--- src/rtl/mem_stage_pkg.sv ---
// Shared types and defaults for the MEM/WB pipeline stage.
package mem_stage_pkg;

   typedef enum logic {
      IDLE = 1'b0,
      WAIT = 1'b1
   } state_t;

   localparam int TIMEOUT_CYCLES_DEF = 255;

endpackage

--- src/rtl/mem_wb_stage.sv ---
// MEM/WB stage: issues one data-memory access per memop, waits for ack or
// timeout, then produces a single writeback pulse per instruction.
//
//   state | meaning
//   IDLE  | accepting instructions; ALU ops retire next edge
//   WAIT  | memory request outstanding; inputs ignored, request held
module mem_wb_stage
   import mem_stage_pkg::*;
#(
   parameter int BIT_WIDTH      = 32,
   parameter int REG_WIDTH      = 4,
   parameter int TIMEOUT_CYCLES = TIMEOUT_CYCLES_DEF
) (
   input  logic                 clk,
   input  logic                 rst,
   input  logic                 in_valid,
   input  logic [REG_WIDTH-1:0] in_dr,
   input  logic [BIT_WIDTH-1:0] in_alu,
   input  logic [BIT_WIDTH-1:0] in_sr2,
   input  logic                 in_mem_to_reg,
   input  logic                 in_mem_write,
   input  logic                 in_reg_write,
   input  logic [BIT_WIDTH-1:0] in_pc,
   output logic                 stall,
   output logic                 dmem_req,
   output logic                 dmem_we,
   output logic [BIT_WIDTH-1:0] dmem_addr,
   output logic [BIT_WIDTH-1:0] dmem_wdata,
   input  logic                 dmem_ack,
   input  logic [BIT_WIDTH-1:0] dmem_rdata,
   output logic                 wb_valid,
   output logic                 wb_reg_write,
   output logic [REG_WIDTH-1:0] wb_dr,
   output logic [BIT_WIDTH-1:0] wb_data,
   output logic [BIT_WIDTH-1:0] wb_pc,
   output logic                 fault
);

   localparam int CNT_W = (TIMEOUT_CYCLES > 1) ? $clog2(TIMEOUT_CYCLES) : 1;
   localparam logic [CNT_W-1:0] CNT_LAST = CNT_W'(TIMEOUT_CYCLES - 1);

   state_t               state;
   state_t               state_nxt;
   logic [CNT_W-1:0]     count;
   logic                 memop;
   logic                 timeout_hit;
   logic [REG_WIDTH-1:0] dr_q;
   logic                 reg_write_q;
   logic                 mem_to_reg_q;
   logic [BIT_WIDTH-1:0] pc_q;

   always_comb begin
      memop       = in_mem_to_reg | in_mem_write;
      timeout_hit = (state == WAIT) && (count == CNT_LAST) && !dmem_ack;
      stall       = ((state == IDLE) && in_valid && memop) ||
                    ((state == WAIT) && !dmem_ack && !timeout_hit);
      state_nxt   = state;
      case (state)
         IDLE: if (in_valid && memop) state_nxt = WAIT;
         WAIT: if (dmem_ack || timeout_hit) state_nxt = IDLE;
         default: state_nxt = IDLE;
      endcase
   end

   always_ff @(posedge clk) begin
      if (!rst) begin
         state        <= IDLE;
         count        <= '0;
         dr_q         <= '0;
         reg_write_q  <= 1'b0;
         mem_to_reg_q <= 1'b0;
         pc_q         <= '0;
         dmem_req     <= 1'b0;
         dmem_we      <= 1'b0;
         dmem_addr    <= '0;
         dmem_wdata   <= '0;
         wb_valid     <= 1'b0;
         wb_reg_write <= 1'b0;
         wb_dr        <= '0;
         wb_data      <= '0;
         wb_pc        <= '0;
         fault        <= 1'b0;
      end else begin
         state    <= state_nxt;
         wb_valid <= 1'b0;
         case (state)
            IDLE: begin
               if (in_valid && memop) begin
                  dmem_req     <= 1'b1;
                  dmem_we      <= in_mem_write;
                  dmem_addr    <= in_alu;
                  dmem_wdata   <= in_sr2;
                  dr_q         <= in_dr;
                  reg_write_q  <= in_reg_write;
                  mem_to_reg_q <= in_mem_to_reg;
                  pc_q         <= in_pc;
                  count        <= '0;
               end else if (in_valid) begin
                  wb_valid     <= 1'b1;
                  wb_data      <= in_alu;
                  wb_dr        <= in_dr;
                  wb_reg_write <= in_reg_write;
                  wb_pc        <= in_pc;
               end
            end
            WAIT: begin
               if (dmem_ack || timeout_hit) begin
                  dmem_req <= 1'b0;
                  dmem_we  <= 1'b0;
                  wb_valid <= 1'b1;
                  wb_dr    <= dr_q;
                  wb_pc    <= pc_q;
                  // Stores and timed-out accesses report the address as data.
                  if (dmem_ack && mem_to_reg_q) begin
                     wb_data      <= dmem_rdata;
                     wb_reg_write <= reg_write_q;
                  end else begin
                     wb_data      <= dmem_addr;
                     wb_reg_write <= 1'b0;
                  end
                  if (timeout_hit) fault <= 1'b1;
               end else begin
                  count <= count + CNT_W'(1);
               end
            end
            default: ;
         endcase
      end
   end

endmodule

--- config.mk ---
export PLATFORM = sky130hd
export DESIGN_NAME = mem_wb_stage
export DESIGN_NICKNAME = d
export VERILOG_FILES = /design/src/rtl/mem_stage_pkg.sv /design/src/rtl/mem_wb_stage.sv
export SDC_FILE = /design/constraint.sdc
export NUM_CORES = 1
export LEC_CHECK = 0
export ABC_AREA = 0
export BUFFER_PORTS_ARGS = -buffer_cell sky130_fd_sc_hd__buf_2
export CAP_MARGIN = 20
export CORE_ASPECT_RATIO = 0.9
export CORE_UTILIZATION = 40
export DETAILED_ROUTE_END_ITERATION = 16
export GPL_TIMING_DRIVEN = 0
export PLACE_DENSITY = 0.67
export RECOVER_POWER = 25
export SLEW_MARGIN = 30
export SYNTH_ARGS = -nofsm -noshare
export SYNTH_HDL_FRONTEND = slang
export SYNTH_SLANG_ARGS = --single-unit
--- constraint.sdc ---
create_clock -name clk -period 4.27 [get_ports clk]
set_input_delay 0.427 -clock clk [delete_from_list [all_inputs] [get_ports clk]]
set_output_delay 0.427 -clock clk [all_outputs]
set_load 0.01 [all_outputs]
==> metrics.txt, run 1 <==
Main synth FF type=dfxtp_1; register area share after synthesis=between 40 and 50%; Iter 0 DRT Violations=roughly 440; GRT Total Usage=between 20 and 25%; # H-tree levels=4; drt first pass iters=5; number of top-level pins=277; fin util=52.3%; Detail Placement HPWL=between 15 and 20 mm; Synth Register Bits=roughly 180; Hold Crit Class=input port to flop; Slew Limit Headroom=between 50% and 60%; CTS hold repair buffers=0; post-synth cell types=46; maximum buffer depth of the clock tree=2; RSZ-0062 raised after global routing=no; TNS Setup=0 ns; setup bufs post-CTS=0; worst-path cell chain=nor2b_1, o21ai_2, buf_2, nand2_1, buf_2; Mapped Nets=1018; TritonCTS Buffers=17; most used cell, CP=buf_2; status=finished, final reports clean; DRT antenna net count=0; Vias=between 7000 and 8000; Reg-to-Reg Start=count[0]; Mapped Area=7830 um^2; Async SR Flop Fraction=0%; clock share of power=around two fifths; Die Wd=roughly 150 um; critical path peak fanout=10; core area=roughly 19000 um^2; hold path startpoint=in_sr2[27]; Rows=between 40 and 50; Power Density=between 400 and 500 nW/um^2; Synth Warn #=0; GRT overflow=0; area delta synth->final=28.0%; vias in the first global route=a little over 7000; fillers=roughly 1900; Worst R2R Path Depth=7; Hold Slack=0.227 ns; Clock transition at path regs=approximately 0.080 ns; count of final hold-check violations=0; first-pass GRT wire length=roughly 38 mm; routability cong.=between 0.8 and 0.9; Bufs and invs on worst path=2; Slew @ Worst Pin=0.647 ns; commonest non-fill, non-tap cell in the layout=buf_2; Root Buffer=clkbuf_16; die height=between 100 and 150 um; Cells on Worst Hold Path=3; Crit Path Class=flop to output port; Via density=roughly 5.4; Leak Pwr=about 4.1 nW; post-placement worst setup slack=between 2 and 2.5 ns; CTS Sinks=184; post-route minimum period=between 2 and 2.5 ns; PostCTS Resize Cnt=0; Logic pwr share=16.3%; I/O Buffers=approximately 280; CP startpoint kind=flop; Worst path max stage delay=0.48 ns; Reg power frac=between 40% and 50%; Crit-path slowest cell=dfxtp_1; Die Footprint=slightly above 20000 um^2; Worst-Skew Late Latency=between 0.4 and 0.5 ns; most frequent cells in the layout=buf_2, nand2_1, dfxtp_1, a21oi_1, clkbuf_1; f_max=0.403 GHz; layout cells sized above 1=between 20% and 30%; largest net degree at the start of global routing=19; Sw Share=30.1%; Hold Path End=dmem_wdata[27]; r2r setup slk=around 2.2 ns; Worst Skew=about 0.011 ns; Starting Density=between 40% and 50%; final worst slack=around 1.8 ns; number of synthesized flops with an enable pin=0; drt drc=0; drt wl/cell=roughly 17 um; final setup fails=0; Worst setup EP type=output port; critical path's top delay family=buffers and inverters; crit path DAT=a little over 2 ns; Cell Int Power=around 0.0029 W; switching power=0.00126 W; worst path required time=3.84 ns; max cap viols=0; final period utilization=between 50% and 60%; fin nets=approximately 1300; initial antenna violation count=3; Total Routed Length=25.0 mm; FF-to-FF End=wb_data[3]; Synth Instances=877; fin. max-slew vios=0; Max IR drop VDD=between 200 and 300 uV; Avg Cell Area, Syn=between 8 and 9 um^2; CTS tree=yes
## area by class of cell
class / instances / area, um^2 / area share (%)
diodes: 4 / 10.0 / 0.0999
plain buffers: 81 / 380 / 3.80
clock buffers: 17 / 425 / 4.25
clock inverters: 15 / 163 / 1.62
inverters: 2 / 7.51 / 0.0749
multi-input cells: 610 / 3760 / 37.5
flip-flops and latches: 184 / 3680 / 36.8
well taps: 250 / 313 / 3.12
repair buffers: 276 / 1280 / 12.8
## routing by layer
layer / vias to the layer above / track usage, % / part of all wire [%] / routed length (um)
met2: 295 / 39.2 / 46 / 11500
met5: - / 0 / 0 / 0
met3: 52 / 5.30 / 6.7 / 1670
met4: 0 / 10.3 / 2.9 / 737
li1: 3732 / - / - / -
met1: 3623 / 32.0 / 44 / 11100
## flip-flops by register name, summed over array words and instances (netlist names)
signal / count
dr_q: 4
wb_reg_write: 1
count: 8
wb_data: 32
mem_to_reg_q: 1
wb_pc: 32
fault: 1
pc_q: 32
reg_write_q: 1
dmem_wdata: 32
state: 1
dmem_addr: 32
dmem_we: 1
dmem_req: 1
wb_valid: 1
wb_dr: 4
## kinds of logic (layout without fill, tap and decap cells)
| logic type | after synthesis | after routing | synth area share [%] |
|---|---|---|---|
| mux | 68 | 68 | 8.69 |
| flops | 184 | 184 | 47.1 |
| compound gates | 296 | 296 | 26.3 |
| other cells | 0 | 4 | 0 |
| fa+ha+maj | 2 | 2 | 0.320 |
| simple gates | 244 | 244 | 12.7 |
| buf+inv | 83 | 391 | 4.95 |
## Yosys cell counts, types with 2 or more instances
cell type	n	area share, %
clkbuf_1	36	1.7
buf_6	3	0.43
o22ai_1	4	0.32
a2111oi_2	29	5.6
a31o_1	30	3.4
a211oi_1	36	3.5
o21ai_1	22	1.4
a21oi_1	143	9.1
nand2b_1	4	0.32
nand4_1	3	0.24
a31o_2	2	0.22
buf_2	37	2.4
nor2b_1	2	0.16
or3_1	2	0.16
o21ai_0	12	0.77
nand2_1	214	10
mux2i_1	68	8.7
clkbuf_2	3	0.19
nor2_1	7	0.34
ha_1	2	0.32
a2111oi_0	3	0.34
dfxtp_1	184	47
nand3_1	5	0.32
a31oi_1	2	0.16
a311oi_1	2	0.22
inv_1	2	0.096
## metrics by stage
step,total power (W),instances,cell area [um^2]
2_1_floorplan,0.00234,877,7830
3_3_place_gp,0.00263,1403,9520
3_5_place_dp,0.00264,1403,9520
4_1_cts,0.00423,1435,10100
5_1_grt,0.00437,1438,10000
6_report,0.00418,1439,10000
## power groups by stage
stage	Clock (W)	Sequential, W	Combinational (W)
finish	0.00159	0.00191	0.000683
global route	0.00170	0.00192	0.000750
CTS	0.00163	0.00190	0.000701
detailed placement	0	0.00194	0.000699
global placement	0	0.00194	0.000694
floorplan	0	0.00198	0.000362
## how the worst max path moves through the flow
stage	start	endpoint	slack (ns)	depth (start not counted)
3_5_place_dp	in_mem_to_reg	stall	2.02	5
3_3_place_gp	in_mem_to_reg	stall	2.02	5
5_1_grt	state	stall	1.64	5
6_report	state	stall	1.79	5
4_1_cts	state	stall	1.76	5
2_1_floorplan	in_valid	stall	2.70	4
## tightest hold or removal path, stage by stage
cell and delay (ns):
buf_2 0.09, nand2_1 0.04, a21oi_1 0.05
No activity file was read; power rests on OpenSTA's default activity.
==> inputs of run 2 (changes only) <==
ABC_AREA = 1   (was 0)
clock period = 2.44 ns   (was 4.27 ns; I/O delays follow)
==> run 2 against run 1 <==
Net effect: non-clock buffer count increased by 7; global-route usage up 0.88 points; via count up 12%; sequential cell count unchanged; utilization up 0.41 points; worst setup slack got worse by 1.5 ns; highest routed layer is now met5; cell count is 21% higher; clock skew is 0.0029 ns lower; power is 84% higher; critical path type unchanged.
==> metrics.txt, run 2 <==
met2 routed WL=around 12 mm; Detail Placement HPWL=19.4 mm; die height=approximately 140 um; CTS Sinks=around 180; most frequent cells in the layout=nor2_1, buf_2, nand2_1, dfxtp_1, a21oi_1; Iter 0 DRT Violations=roughly 500; I/O Buffers=276; Power Density=748 nW/um^2; CP startpoint kind=flop; clock share of power=38.3%; Worst Skew=about 0.0079 ns; Synth Register Bits=184; Mapped Area=approximately 8000 um^2; # H-tree levels=4; Clock transition at path regs=roughly 0.07 ns; TNS Setup=0 ns; largest net degree at the start of global routing=17; Logic pwr share=roughly 17%; post-synth cell types=24; Inserted Diodes=0; Mapped Nets=~1300; Leak Pwr=4.84 nW; Total Routed Length=~26 mm; status=finished, final reports clean; Worst setup EP type=output port; top-count cell post-synth=nor2_1; Slew @ Worst Pin=approximately 0.61 ns; Sw Share=just under 30%; Starting Density=around two fifths; register area share after synthesis=45.8%; fin nets=about 1600; Root Buffer=clkbuf_16; GRT Total Usage=about a quarter; Rows=48; maximum buffer depth of the clock tree=2; Placed Cells=between 1500 and 2000; RSZ-0062 raised after global routing=no; Synth Instances=1182; Via density=~5; number of top-level pins=between 200 and 300; post-route minimum period=around 2.2 ns; dpl cell area=9740 um^2; number of synthesized flops with an enable pin=0; Die Footprint=a little over 20000 um^2; routability cong.=approximately 0.87; area leader, netlist=dfxtp_1; max cap viols=0; count of final hold-check violations=0; layout cells sized above 1=approximately 20%; CTS hold repair buffers=0; fin. max-slew vios=0; metal3 WL=approximately 2 mm; Max IR drop VDD=~470 uV; Top Layer Used=met5; top cell type's share of synthesized area=45.8%; final setup fails=0; initial antenna violation count=1; final period utilization=88.9%; M1 WL=11.7 mm; final worst slack=~0.27 ns; drt drc=0; Avg Cell Area, Syn=between 6 and 7 um^2; switching power=between 0.002 and 0.0025 W; Hold Crit Class=input port to flop; setup bufs post-CTS=0; GRT overflow=0; Crit Path Class=flop to output port; area delta synth->final=27.5%; commonest non-fill, non-tap cell in the layout=nor2_1; drt first pass iters=4; Reg power frac=44.4%; Vias=between 8000 and 9000; Main synth FF type=dfxtp_1; synth top area cells=dfxtp_1, nor2_1, nand2_1, a21oi_1, o21ai_0; Design Area, Final=slightly above 10000 um^2; Post-Layout Cell Count=roughly 1700; Cell Int Power=0.00543 W; post-placement worst setup slack=0.547 ns; drt wl/cell=roughly 15 um; Synth Warn #=0; Slew Limit Headroom=about three fifths; f_max=around 0.46 GHz; crit path DAT=approximately 1.9 ns; DRT antenna net count=0; Die Wd=~150 um; TritonCTS Buffers=17; Commonest cells post-synth=nor2_1, nand2_1, dfxtp_1; worst path required time=approximately 2.2 ns; fillers=approximately 2100; vias in the first global route=8013; first-pass GRT wire length=40.9 mm; critical path peak fanout=10; PostCTS Resize Cnt=0; CTS tree=yes; Worst-Skew Late Latency=~0.43 ns; core area=19500 um^2; Async SR Flop Fraction=0%; Hold Slack=about 0.035 ns
run 2: final timing paths:
path              slack [ns]         start  cells past startpoint              to
setup reg to reg        0.53  mem_to_reg_q                      7     wb_data[26]
hold reg to reg         0.46     wb_pc[28]                      2       wb_pc[28]
setup / recovery        0.27      count[0]                      9           stall
hold / removal          0.04    in_sr2[17]                      3  dmem_wdata[17]
run 2: cell families after synthesis:
| group | count (synthesis) | share of synthesized area [%] |
|---|---|---|
| AND/OR/NAND/NOR | 567 | 28.6 |
| AO/OA/AOI/OAI | 267 | 16.7 |
| flip-flops | 184 | 45.8 |
| buffers and inverters | 161 | 8.43 |
| adder cells (fa/ha/maj) | 2 | 0.311 |
| XOR/XNOR | 1 | 0.109 |
run 2: worst max-delay path, cell delays in order (launching register included):
cell and delay (ns):
dfxtp_1 0.37, inv_1 0.07, ha_1 0.19, inv_1 0.05
nor2_1 0.04, nand2_1 0.12, nand3_2 0.12, nand2_1 0.12
buf_2 0.23, buf_2 0.19
run 2: layout make-up:
type / instances / area (um^2) / area share [%]
repair buffers: 276 / 1280 / 12.5
clock inverters: 13 / 168 / 1.63
well taps: 250 / 313 / 3.05
plain buffers: 88 / 404 / 3.94
clock buffers: 19 / 453 / 4.42
flip-flops and latches: 184 / 3680 / 35.9
inverters: 73 / 274 / 2.67
multi-input cells: 837 / 3680 / 35.9
run 2: power by group through the flow:
stage	registers, W	clock network, W	logic (W)
floorplan	0.00354	0	0.000699
global placement	0.00346	0	0.00135
detailed placement	0.00347	0	0.00136
CTS	0.00340	0.00299	0.00137
global route	0.00344	0.00313	0.00150
finish	0.00341	0.00294	0.00133
run 2: metal layers:
layer | GRT usage, % | up-vias
met4 | 7.92 | 2
met2 | 42.0 | 317
met3 | 5.83 | 31
met1 | 32.8 | 3958
li1 | - | 4356
met5 | 0 | -
run 2: metrics by stage:
stage | total power, W | utilization, %
floorplan | 0.00424 | -
global placement | 0.00481 | 50.1
detailed placement | 0.00483 | 50.1
CTS | 0.00776 | 53.2
global route | 0.00806 | 52.7
finish | 0.00768 | 52.7
==> inputs of run 3 (changes only) <==
CORE_ASPECT_RATIO = 0.8   (was 0.9)
==> run 3 against run 2 <==
Net effect: clock-buffer cell count decreased by 2; non-clock buffer count did not move; fmax fell by 1.6%; clock skew is 0.0035 ns higher; utilization shrank 0.86 points; die area about the same; cell count up 0.98%; wire length grew 3.0%; sequential share of layout area grew 0.075 points; sequential power barely moved; critical endpoint unchanged.
==> metrics.txt, run 3 (synthesis results as in run 2) <==
Clock transition at path regs=about 0.080 ns; Starting Density=40.8%; Setup crit end=stall; Power Density=approximately 730 nW/um^2; Leak Pwr=between 4 and 5 nW; final setup fails=0; Hold Crit Class=input port to flop; r2r setup slk=about 0.5 ns; Worst Skew=between 0.01 and 0.015 ns; TritonCTS Buffers=17; Vias=around 8700; largest net degree at the start of global routing=18; area delta synth->final=27.2%; layout cells sized above 1=20.3%; GRT overflow=0; Iter 0 DRT Violations=between 600 and 700; Die Wd=161 um; first-pass GRT wire length=between 40 and 50 mm; setup bufs post-CTS=0; DRT antenna net count=0; routability cong.=approximately 0.88; Placed Cells=roughly 1700; most frequent cells in the layout=nor2_1, buf_2, nand2_1, dfxtp_1, a21oi_1; number of top-level pins=277; f_max=approximately 0.45 GHz; die height=129 um; final period utilization=around 90%; Reg power frac=between 40% and 50%; status=finished, final reports clean; post-placement worst setup slack=approximately 0.50 ns; fin nets=1618; Post-Layout Cell Count=1757; max cap viols=0; critical path peak fanout=10; CP startpoint kind=flop; Crit Path Class=flop to output port; Sw Share=between 30 and 40%; Root Buffer=clkbuf_16; CTS Sinks=184; clock share of power=between 30% and 40%; Cell Int Power=0.00518 W; final total power=approximately 0.0075 W; count of final hold-check violations=0; switching power=approximately 0.0023 W; FF-to-FF End=wb_dr[1]; fin. max-slew vios=0; Logic pwr share=between 10% and 20%; drt drc=0; PostCTS Resize Cnt=0; vias in the first global route=7969; Worst-Skew Late Latency=0.43 ns; I/O Buffers=~280; RSZ-0062 raised after global routing=no; post-route minimum period=approximately 2.2 ns; fin util=a little over 50%; CTS hold repair buffers=0; final worst slack=0.236 ns; Worst R2R Path Depth=10; Reg-to-Reg Start=count[0]; Die Footprint=~21000 um^2; Critical Path Start=count[0]; maximum buffer depth of the clock tree=2; Rows=46; Slew Limit Headroom=slightly above 50%; worst path required time=around 2.2 ns; initial antenna violation count=4; fillers=between 2000 and 2500; Total Routed Length=between 20 and 30 mm; Via density=between 4 and 5; commonest non-fill, non-tap cell in the layout=nor2_1; # H-tree levels=4; drt first pass iters=5; Detail Placement HPWL=19.8 mm; CTS tree=yes; TNS Setup=0 ns; Max IR drop VDD=around 410 uV; Slew @ Worst Pin=roughly 0.74 ns; GRT Total Usage=25.7%; core area=19700 um^2; Worst setup EP type=output port; crit path DAT=approximately 2.0 ns; drt wl/cell=~15 um
## run 3: cell count changes in the layout (fill, tap and decap cells not counted)
cell,change
bufinv_16,-2
clkbuf_8,-2
clkinv_4,+1
clkinv_8,+1
clkinvlp_4,+1
diode_2,+3
inv_6,+1
## run 3: worst max-delay path: stages (launching register included)
cell and delay (ns):
dfxtp_1 0.39, inv_1 0.08, ha_1 0.19, inv_1 0.05, nor2_1 0.04, nand2_1 0.11
nand3_2 0.13, nand2_1 0.13, buf_2 0.23, buf_2 0.19
## run 3: through the flow
step                      hold slack, ns  instance area [um^2]
after floorplan                    0.379                  8050
after global placement             0.445                  9760
after detailed placement           0.448                  9760
after CTS                         0.0220                 10300
after global routing              0.0214                 10200
final                             0.0299                 10200
## run 3: power by group through the flow
| stage | registers (W) | clock network [W] | logic (W) |
|---|---|---|---|
| floorplan | 0.00354 | 0 | 0.000699 |
| global placement | 0.00346 | 0 | 0.00135 |
| detailed placement | 0.00347 | 0 | 0.00137 |
| CTS | 0.00340 | 0.00278 | 0.00137 |
| global route | 0.00344 | 0.00291 | 0.00150 |
| finish | 0.00341 | 0.00274 | 0.00134 |
## run 3: worst min path at each step
| stage | startpoint | depth (start not counted) | end |
|---|---|---|---|
| 6_report | in_sr2[12] | 3 | dmem_wdata[12] |
| 3_5_place_dp | fault | 1 | fault |
| 2_1_floorplan | in_dr[0] | 2 | dr_q[0] |
| 3_3_place_gp | fault | 1 | fault |
| 5_1_grt | in_sr2[16] | 3 | dmem_wdata[16] |
| 4_1_cts | in_sr2[12] | 3 | dmem_wdata[12] |
## run 3: cell type report
type | count | area [um^2] | share of cell area, %
clock buffers | 17 | 425 | 4.16
diodes | 3 | 7.51 | 0.0733
inverters | 73 | 274 | 2.68
repair buffers | 276 | 1280 | 12.5
well taps | 264 | 330 | 3.23
clock inverters | 15 | 149 | 1.45
plain buffers | 88 | 404 | 3.95
flip-flops and latches | 184 | 3680 | 36.0
multi-input cells | 837 | 3680 | 36.0
## run 3: routing by layer
layer	track usage [%]	vias up	part of all wire, %
met4	6.33	4	1.3
met5	0	-	0.081
li1	-	4362	-
met2	41.3	307	44
met1	34.2	3997	46
met3	7.25	28	8.0
